[src/rtl/mem_access_unit.sv]
// mem_access_unit: load/store sequencer between the MEM pipeline stage and
// the data RAM. Aligned halfword/word accesses go to the RAM as one native
// access. Misaligned halfword/word accesses are split into byte accesses,
// most significant byte first (big-endian), and load bytes are reassembled.
//
// Handshake: a request is taken on a rising edge where req && ready. ready is
// high in IDLE and DONE and low in ACCESS, so the requester holds req (and its
// payload) until it sees ready. done pulses for the one DONE cycle; err and
// rdata are valid with done, and rdata holds until the next completion.
module mem_access_unit #(
  parameter int AW = 9
) (
  input  logic          clk,
  input  logic          rst_n,
  input  logic          req,
  input  logic          we,
  input  logic [1:0]    size,
  input  logic          se,
  input  logic [AW-1:0] addr,
  input  logic [31:0]   wdata,
  output logic          ready,
  output logic          done,
  output logic          err,
  output logic [31:0]   rdata,
  output logic [AW-1:0] ram_a,
  output logic [31:0]   ram_di,
  output logic [1:0]    ram_size,
  output logic          ram_rw,
  output logic          ram_e,
  output logic          ram_se,
  input  logic [31:0]   ram_do
);

  localparam logic [1:0] S_IDLE   = 2'd0;
  localparam logic [1:0] S_ACCESS = 2'd1;
  localparam logic [1:0] S_DONE   = 2'd2;

  localparam logic [1:0] SZ_BYTE = 2'b00;
  localparam logic [1:0] SZ_HALF = 2'b01;
  localparam logic [1:0] SZ_WORD = 2'b10;
  localparam logic [1:0] SZ_ILL  = 2'b11;

  logic [1:0]    state;
  logic [1:0]    k;         // byte index within a split access
  logic          we_q;
  logic          se_q;
  logic          mis_q;     // request is being split into byte accesses
  logic [1:0]    size_q;
  logic [AW-1:0] addr_q;
  logic [31:0]   wdata_q;
  logic [31:0]   asm_q;     // load bytes collected so far
  logic [31:0]   rdata_q;
  logic          err_q;

  logic          accept;
  logic          mis_in;
  logic [1:0]    last_k;
  logic [1:0]    idx;
  logic          last_cycle;
  logic [7:0]    st_byte;
  logic [15:0]   half_val;
  logic [31:0]   mis_result;

  assign ready  = (state != S_ACCESS);
  assign accept = req && ready;
  assign done   = (state == S_DONE);
  assign err    = err_q && done;
  assign rdata  = rdata_q;

  // Decide whether the incoming request must be split into bytes
  always_comb begin
    mis_in = 1'b0;
    case (size)
      SZ_HALF: mis_in = addr[0];
      SZ_WORD: mis_in = (addr[1:0] != 2'b00);
      default: mis_in = 1'b0;
    endcase
  end

  // Byte-split bookkeeping: which byte of the value this cycle carries
  always_comb begin
    last_k     = (size_q == SZ_HALF) ? 2'd1 : 2'd3;
    idx        = last_k - k;
    last_cycle = !mis_q || (k == last_k);
    st_byte    = 8'h00;
    case (idx)
      2'd0:    st_byte = wdata_q[7:0];
      2'd1:    st_byte = wdata_q[15:8];
      2'd2:    st_byte = wdata_q[23:16];
      default: st_byte = wdata_q[31:24];
    endcase
  end

  // Final split-load result; the last byte comes straight from the RAM
  always_comb begin
    half_val   = {asm_q[15:8], ram_do[7:0]};
    mis_result = {asm_q[31:8], ram_do[7:0]};
    if (size_q == SZ_HALF) begin
      mis_result = se_q ? {{16{half_val[15]}}, half_val} : {16'h0000, half_val};
    end
  end

  // RAM port drive: active only in ACCESS, all zero otherwise
  always_comb begin
    ram_a    = '0;
    ram_di   = 32'h0;
    ram_size = 2'b00;
    ram_rw   = 1'b0;
    ram_e    = 1'b0;
    ram_se   = 1'b0;
    if (state == S_ACCESS) begin
      ram_e  = 1'b1;
      ram_rw = we_q;
      if (mis_q) begin
        ram_a    = addr_q + AW'(k);
        ram_di   = {24'h000000, st_byte};
        ram_size = SZ_BYTE;
        ram_se   = 1'b0;
      end else begin
        ram_a    = addr_q;
        ram_di   = wdata_q;
        ram_size = size_q;
        ram_se   = se_q;
      end
    end
  end

  // Sequencer FSM with request latching and load result capture
  always_ff @(posedge clk or negedge rst_n) begin
    if (!rst_n) begin
      state   <= S_IDLE;
      k       <= 2'd0;
      we_q    <= 1'b0;
      se_q    <= 1'b0;
      mis_q   <= 1'b0;
      size_q  <= 2'b00;
      addr_q  <= '0;
      wdata_q <= 32'h0;
      asm_q   <= 32'h0;
      rdata_q <= 32'h0;
      err_q   <= 1'b0;
    end else begin
      case (state)
        S_IDLE, S_DONE: begin
          if (accept) begin
            we_q    <= we;
            se_q    <= se;
            size_q  <= size;
            addr_q  <= addr;
            wdata_q <= wdata;
            mis_q   <= mis_in;
            k       <= 2'd0;
            if (size == SZ_ILL) begin
              // Illegal size never touches the RAM
              state   <= S_DONE;
              err_q   <= 1'b1;
              rdata_q <= 32'h0;
            end else begin
              state <= S_ACCESS;
              err_q <= 1'b0;
            end
          end else begin
            state <= S_IDLE;
          end
        end
        S_ACCESS: begin
          if (mis_q && !we_q) begin
            case (idx)
              2'd0:    asm_q[7:0]   <= ram_do[7:0];
              2'd1:    asm_q[15:8]  <= ram_do[7:0];
              2'd2:    asm_q[23:16] <= ram_do[7:0];
              default: asm_q[31:24] <= ram_do[7:0];
            endcase
          end
          if (last_cycle) begin
            state <= S_DONE;
            if (!we_q) begin
              rdata_q <= mis_q ? mis_result : ram_do;
            end
          end else begin
            k <= k + 2'd1;
          end
        end
        default: state <= S_IDLE;
      endcase
    end
  end

endmodule

[config.mk]
export PLATFORM = sky130hd
export DESIGN_NAME = mem_access_unit
export DESIGN_NICKNAME = d
export VERILOG_FILES = /design/src/rtl/mem_access_unit.sv
export SDC_FILE = /design/constraint.sdc
export NUM_CORES = 1
export LEC_CHECK = 0
export BUFFER_PORTS_ARGS = -buffer_cell sky130_fd_sc_hd__buf_2
export CAP_MARGIN = 20
export CELL_PAD_IN_SITES_DETAIL_PLACEMENT = 0
export CELL_PAD_IN_SITES_GLOBAL_PLACEMENT = 1
export CORE_ASPECT_RATIO = 1.25
export CORE_MARGIN = 2
export CORE_UTILIZATION = 40
export CTS_BUF_LIST = sky130_fd_sc_hd__clkbuf_4
export CTS_CLUSTER_DIAMETER = 80
export CTS_CLUSTER_SIZE = 25
export DETAILED_ROUTE_END_ITERATION = 10
export PLACE_DENSITY_LB_ADDON = 0.1
export SKIP_CTS_REPAIR_TIMING = 1
export SKIP_LAST_GASP = 1
export SYNTH_ARGS = -nofsm -noshare
export SYNTH_HDL_FRONTEND = slang
export SYNTH_SLANG_ARGS = --single-unit
[constraint.sdc]
create_clock -name clk -period 2.5 [get_ports clk]
set_input_delay 0.25 -clock clk [delete_from_list [all_inputs] [get_ports clk]]
set_output_delay 0.25 -clock clk [all_outputs]
set_load 0.005 [all_outputs]
; ---- Word-level counts from Yosys, hierarchy flattened
; Index checks and enable logic that the tools add are counted.
[totals]
elab_cells = 79
output_inout_bits = 81
ff_bits = 107
input_bits = 80
[op_classes]
n_eq_ne = 15
n_bitwise = 1
addsub = 3
n_reduce_logical = 18
n_mux = 29
[op_table]
columns = cell, count
row1 = 32-bit two-way mux, 9
row2 = 32-bit case mux with 2 select lines, 1
row3 = 8-bit case mux with 3 select lines, 1
row4 = 9-bit two-way mux, 2
row5 = 2-bit two-way mux, 8
row6 = 3-bit AND reduction, 4
row7 = 2-bit != test (second input constant), 5
row8 = 9-bit by 2-bit adder with 9-bit output, 1
row9 = 2-bit by 1-bit equality test with 1-bit output (second input constant), 4
row10 = 2-bit equality test (second input constant), 4
row11 = 2-bit case mux with 2 select lines, 2
row12 = 1-bit two-way mux, 5
row13 = 5-bit AND reduction, 1
row14 = 2-bit zero test, 2
row15 = 2-bit nonzero test, 2
row16 = 1-bit logical AND, 3
row17 = 3-bit OR reduction, 1
row18 = 2-bit by 1-bit adder with 2-bit output (second input constant), 1
row19 = 2-bit equality test, 1
row20 = 1-bit zero test, 2
row21 = 2-bit by 1-bit != test with 1-bit output (second input constant), 1
row22 = 1-bit case mux with 2 select lines, 1
row23 = 2-bit AND reduction, 1
row24 = 2-bit OR reduction, 1
row25 = 3 further kinds, 3

; ---- Longest topological paths before layout
[logic_depth]
word_depth = 7
mapped_depth = 7
mapped_depth_nobuf = 6

; ---- Worst setup path after synthesis
; Ideal clock, no wire load.
[synth_path]
path_type = reg2out
from = register size_q[0]
to = output ram_di[7]
slack_ps = 590
required_time_ps = 2250
arrival_time_ps = 1660
path_stages_with_launch = 7
path_buffers = 2
path_cell_list = dfrtp_1 -> nor2b_4 -> buf_6 -> xnor2_2 -> buf_6 -> mux2_4 -> a2111oi_2
[synth_via]
elab_chain_len = 7
word_cells_on_any_way = 9
cone_classes = 1 x add/sub / 3 x eq/ne / 4 x mux / 1 x reduce/logical
[synth_lines]
columns = item, line_no
row1 = start: declaration, 48  ; logic [1:0] size_q;
row2 = start signal: assignment, 148  ; size_q <= size;
row3 = 2-bit by 1-bit equality test with 1-bit output *, 82  ; last_k = (size_q == SZ_HALF) ? 2'd1 : 2'd3;
row4 = 2-bit two-way mux *, 82
row5 = 2-bit subtractor *, 83  ; idx = last_k - k;
row6 = 2-bit equality test (tied with other cells), 86  ; case (idx)
row7 = 8-bit case mux with 3 select lines *, 86
row8 = 32-bit two-way mux *, 114  ; if (mis_q) begin
row9 = 32-bit two-way mux *, 111  ; if (state == S_ACCESS) begin
row10 = end: declaration, 26  ; output logic [31:0] ram_di,
; Every way passes the cells marked *; elsewhere a longest branch is shown, timed or not.

; ---- Worst setup path in the final report
; Ends and elaborated chain as after synthesis.

==> results.toml <==
[critical_path]
start_kind = "flip-flop"
reg2reg_slack_ps = 100
max_stage_delay_ps = 430
slowest_stage = "dfrtp_1"
cp.required_ps = 2250
crit_arrival_ps = 2230
crit_cells = 6
path_cells = "nor2b_4 -> xnor2_4 -> buf_6 -> mux2_4 -> a2111oi_4 -> buf_2"
r2r_end = "rdata[7]$_DFFE_PN0P_"
reg2reg_depth = 7
worst_path_dominant_cell_family = "flip-flops"
r2r_start = "k[0]$_DFFE_PN0P_"
critPathKind = "reg2out"
crit_path_end_kind = "primary output"
critPathBufInv = 2
crit_fanout = 6
crit_start = "size_q[0]$_DFFE_PN0P_"

[clock_tree]
cts_max_level = 3
clk_pin_slew_worst_paths_ps = 160
cts_tree = "yes"
cts.sinks = 107
clock_latency_ps = 460
ctsLongestPathBuffers = 2
cts_buffers = 9
clock_tree.root_cell = "clkbuf_4"

[sta]
skew_ps = 16.69
hold_viol_final = 1
rsz0062_at_grt = "yes"
setup_viol = 0
fmax_mhz = 403.7
fin_crit_ps = 2477
hold_ws_ps = -18.13
maxSlewViolCount = 0
final.period_utilization_pct = 99.10
slew_headroom_pct = 28.07
worst_slew_pin_slew_ps = 1079

[global_routing]
use_met1_pct = 24.53
grt_pass1_vias = 4479
grt_pass1_wl_um = 23120
use_met3_pct = 4.954
overflow = 0
grt.busiest_layer = "met2"
grt_use_total_pct = 20.30
antenna_found_initial = 1
grt_max_degree = 64
met2_usage_pct = 35.37

[synthesis]
yosys-top-cells-count = "nand2_1 (144), dfrtp_1 (107), nor2_1 (40)"
syn-instance-count = 542
synth_top_family_by_area = "simple AND/OR/NAND/NOR gates"
synth_nets = 628
yosysWarnings = 0
synth-simple-area-share_pct = 19.90
netlist.area_leader.share_pct = 48.63
seq_area_frac_synth_pct = 48.63
yosys.area.top_type = "dfrtp_1"
yosysMostFrequentCell = "nand2_1"
synth_xor_area_share_pct = 1.250
synthTopCellsByArea = "dfrtp_1 (49%), nand2_1 (9.8%), mux2_4 (6.3%), mux2_2 (5.7%), and3_1 (3.6%)"
synth_adder_area_share_pct = 1.500
synthMuxAreaShare_pct = 17.31
ys_types = 42
synthArstFlopShare_pct = 100.0
ys.flop_type = "dfrtp_1"
synth-seq-cells = 107
synth_edf_count = 0
syn_area_per_cell_um2 = 10.16
synth_area_mm2 = 0.005507
synth_compound_area_share_pct = 6.339

[drt]
wl_per_cell_um = 16.56
vias = 4583
postRouteAntennaNets = 0
drc = 0
viasPerCell = 4.971
firstDrtPassIters = 7
routed_wirelength_um = 15260
drtIter0Drc = 188

[layout]
syn_to_final_growth_pct = 31.15
final_nets = 831
drive_gt1_share_pct = 37.20

[die]
initial_core_util_pct = 41.25
dieArea_mm2 = 0.01473
core_area_mm2 = 0.01335
die_y_um = 135.2
io_pins = 161
die_w_um = 108.9
num_rows = 47

[pwr]
max-vdd-ir-drop_mv = 0.2500
pwr_density_cell_mw_per_mm2 = 668.6
p_leak_nw = 3.852
power_mw = 4.829

[run]
max-cap-violations = 0

[placement]
place.gp.congestion = 0.7701
dp_hpwl_um = 10520
portBuffers = 160

[hold_path]
min_path_type = "in2reg"
hold_depth = 3
min_to = "wdata_q[29]$_DFFE_PN0P_"
hp-start = "wdata[29]"

[run_status]
outcome = "complete, but fails checks"
violations = "hold timing"
[final cells by class]
cell class	instances	area [um2]
Multi-Input combinational cell	381	2641
Inverter	16	63.81
Antenna cell	1	2.502
Clock inverter	7	51.30
Timing Repair Buffer	230	1501
Tap cell	171	214.0
Clock buffer	9	67.56
Fill cell	1279	6127
Sequential cell	107	2680
[sequential cells by signal, indices dropped and copies added, names as in the netlist]
register	count
wdata_q	32
se_q	1
err_q	1
mis_q	1
k	2
addr_q	9
asm_q	24
size_q	2
rdata	32
we_q	1
state	2
[power by group]
part | internal (mW) | total (mW) | switching (mW)
logic | 0.891 | 1.65 | 0.755
registers | 2.11 | 2.36 | 0.253
clock network | 0.213 | 0.821 | 0.608
[through the flow]
stage	cell area [um2]	util [%]	std cells	worst slack [ps]	setup TNS, ps
after global routing	7222	54.10	922	-113.1	-721.8
final	7222	54.10	922	22.62	0
after CTS	6588	49.35	868	-237.0	-1901
after detailed placement	6469	48.46	852	248.8	0
after floorplan	5507	-	542	590.0	0
after global placement	6469	48.46	852	279.6	0
[layout by cell type, fill, tap and decap left out, drive strengths merged]
cell         netlist  final
o2bb2ai           16     16
o31a               1      1
nand4bb            1      1
buf               12    188
nand3              3      3
or4                1      1
mux2              51     51
dlygate4sd3        0     41
xnor2              7      7
nor2b              7      7
and2               4      4
inv               16     18
mux2i             18     18
nor2              40     40
clkbuf            26     10
nor3b              1      1
mux4               5      5
diode              0      1
nor3               6      6
and3              32     32
o22ai              1      1
a31o               5      5
a2111oi            3      3
nand2b             3      3
clkinv             0      2
o211ai             1      1
dfrtp            107    107
clkinvlp           0      3
fa                 1      1
nand4              1      1
ha                 5      5
o21ai             12     12
nor4               2      2
a21oi              5      5
or3                2      2
nand3b             1      1
nand2            144    144
a21o               1      1
o211a              1      1
[how the worst max path moves through the flow]
stage | to | slack, ps
3_5_place_dp | rdata[7]$_DFFE_PN0P_ | 250
2_1_floorplan | ram_di[7] | 590
5_1_grt | ram_di[7] | -110
4_1_cts | ram_di[1] | -240
3_3_place_gp | rdata[12]$_DFFE_PN0P_ | 280
6_report | ram_di[7] | 20
[per-layer routing]
| metal | vias to the layer above | wire length [um] |
|---|---|---|
| met5 | - | 0 |
| met4 | 0 | 195 |
| met3 | 11 | 833 |
| met2 | 135 | 7861 |
| met1 | 2215 | 6374 |
| li1 | 2222 | - |
[cell families (layout without fill, tap and decap cells)]
logic type,after synthesis,after routing
compound gates,46,46
simple gates,248,248
flops,107,107
mux,74,74
xor+xnor,7,7
buf+inv,54,262
other cells,0,1
fa+ha+maj,6,6
[tightest hold or removal path, delay by kind of cell]
family / cells / cell delay [ps]
buffers and inverters: 1 / 70
AND/OR/NAND/NOR: 2 / 90
Power figures use the tool's default switching activity.
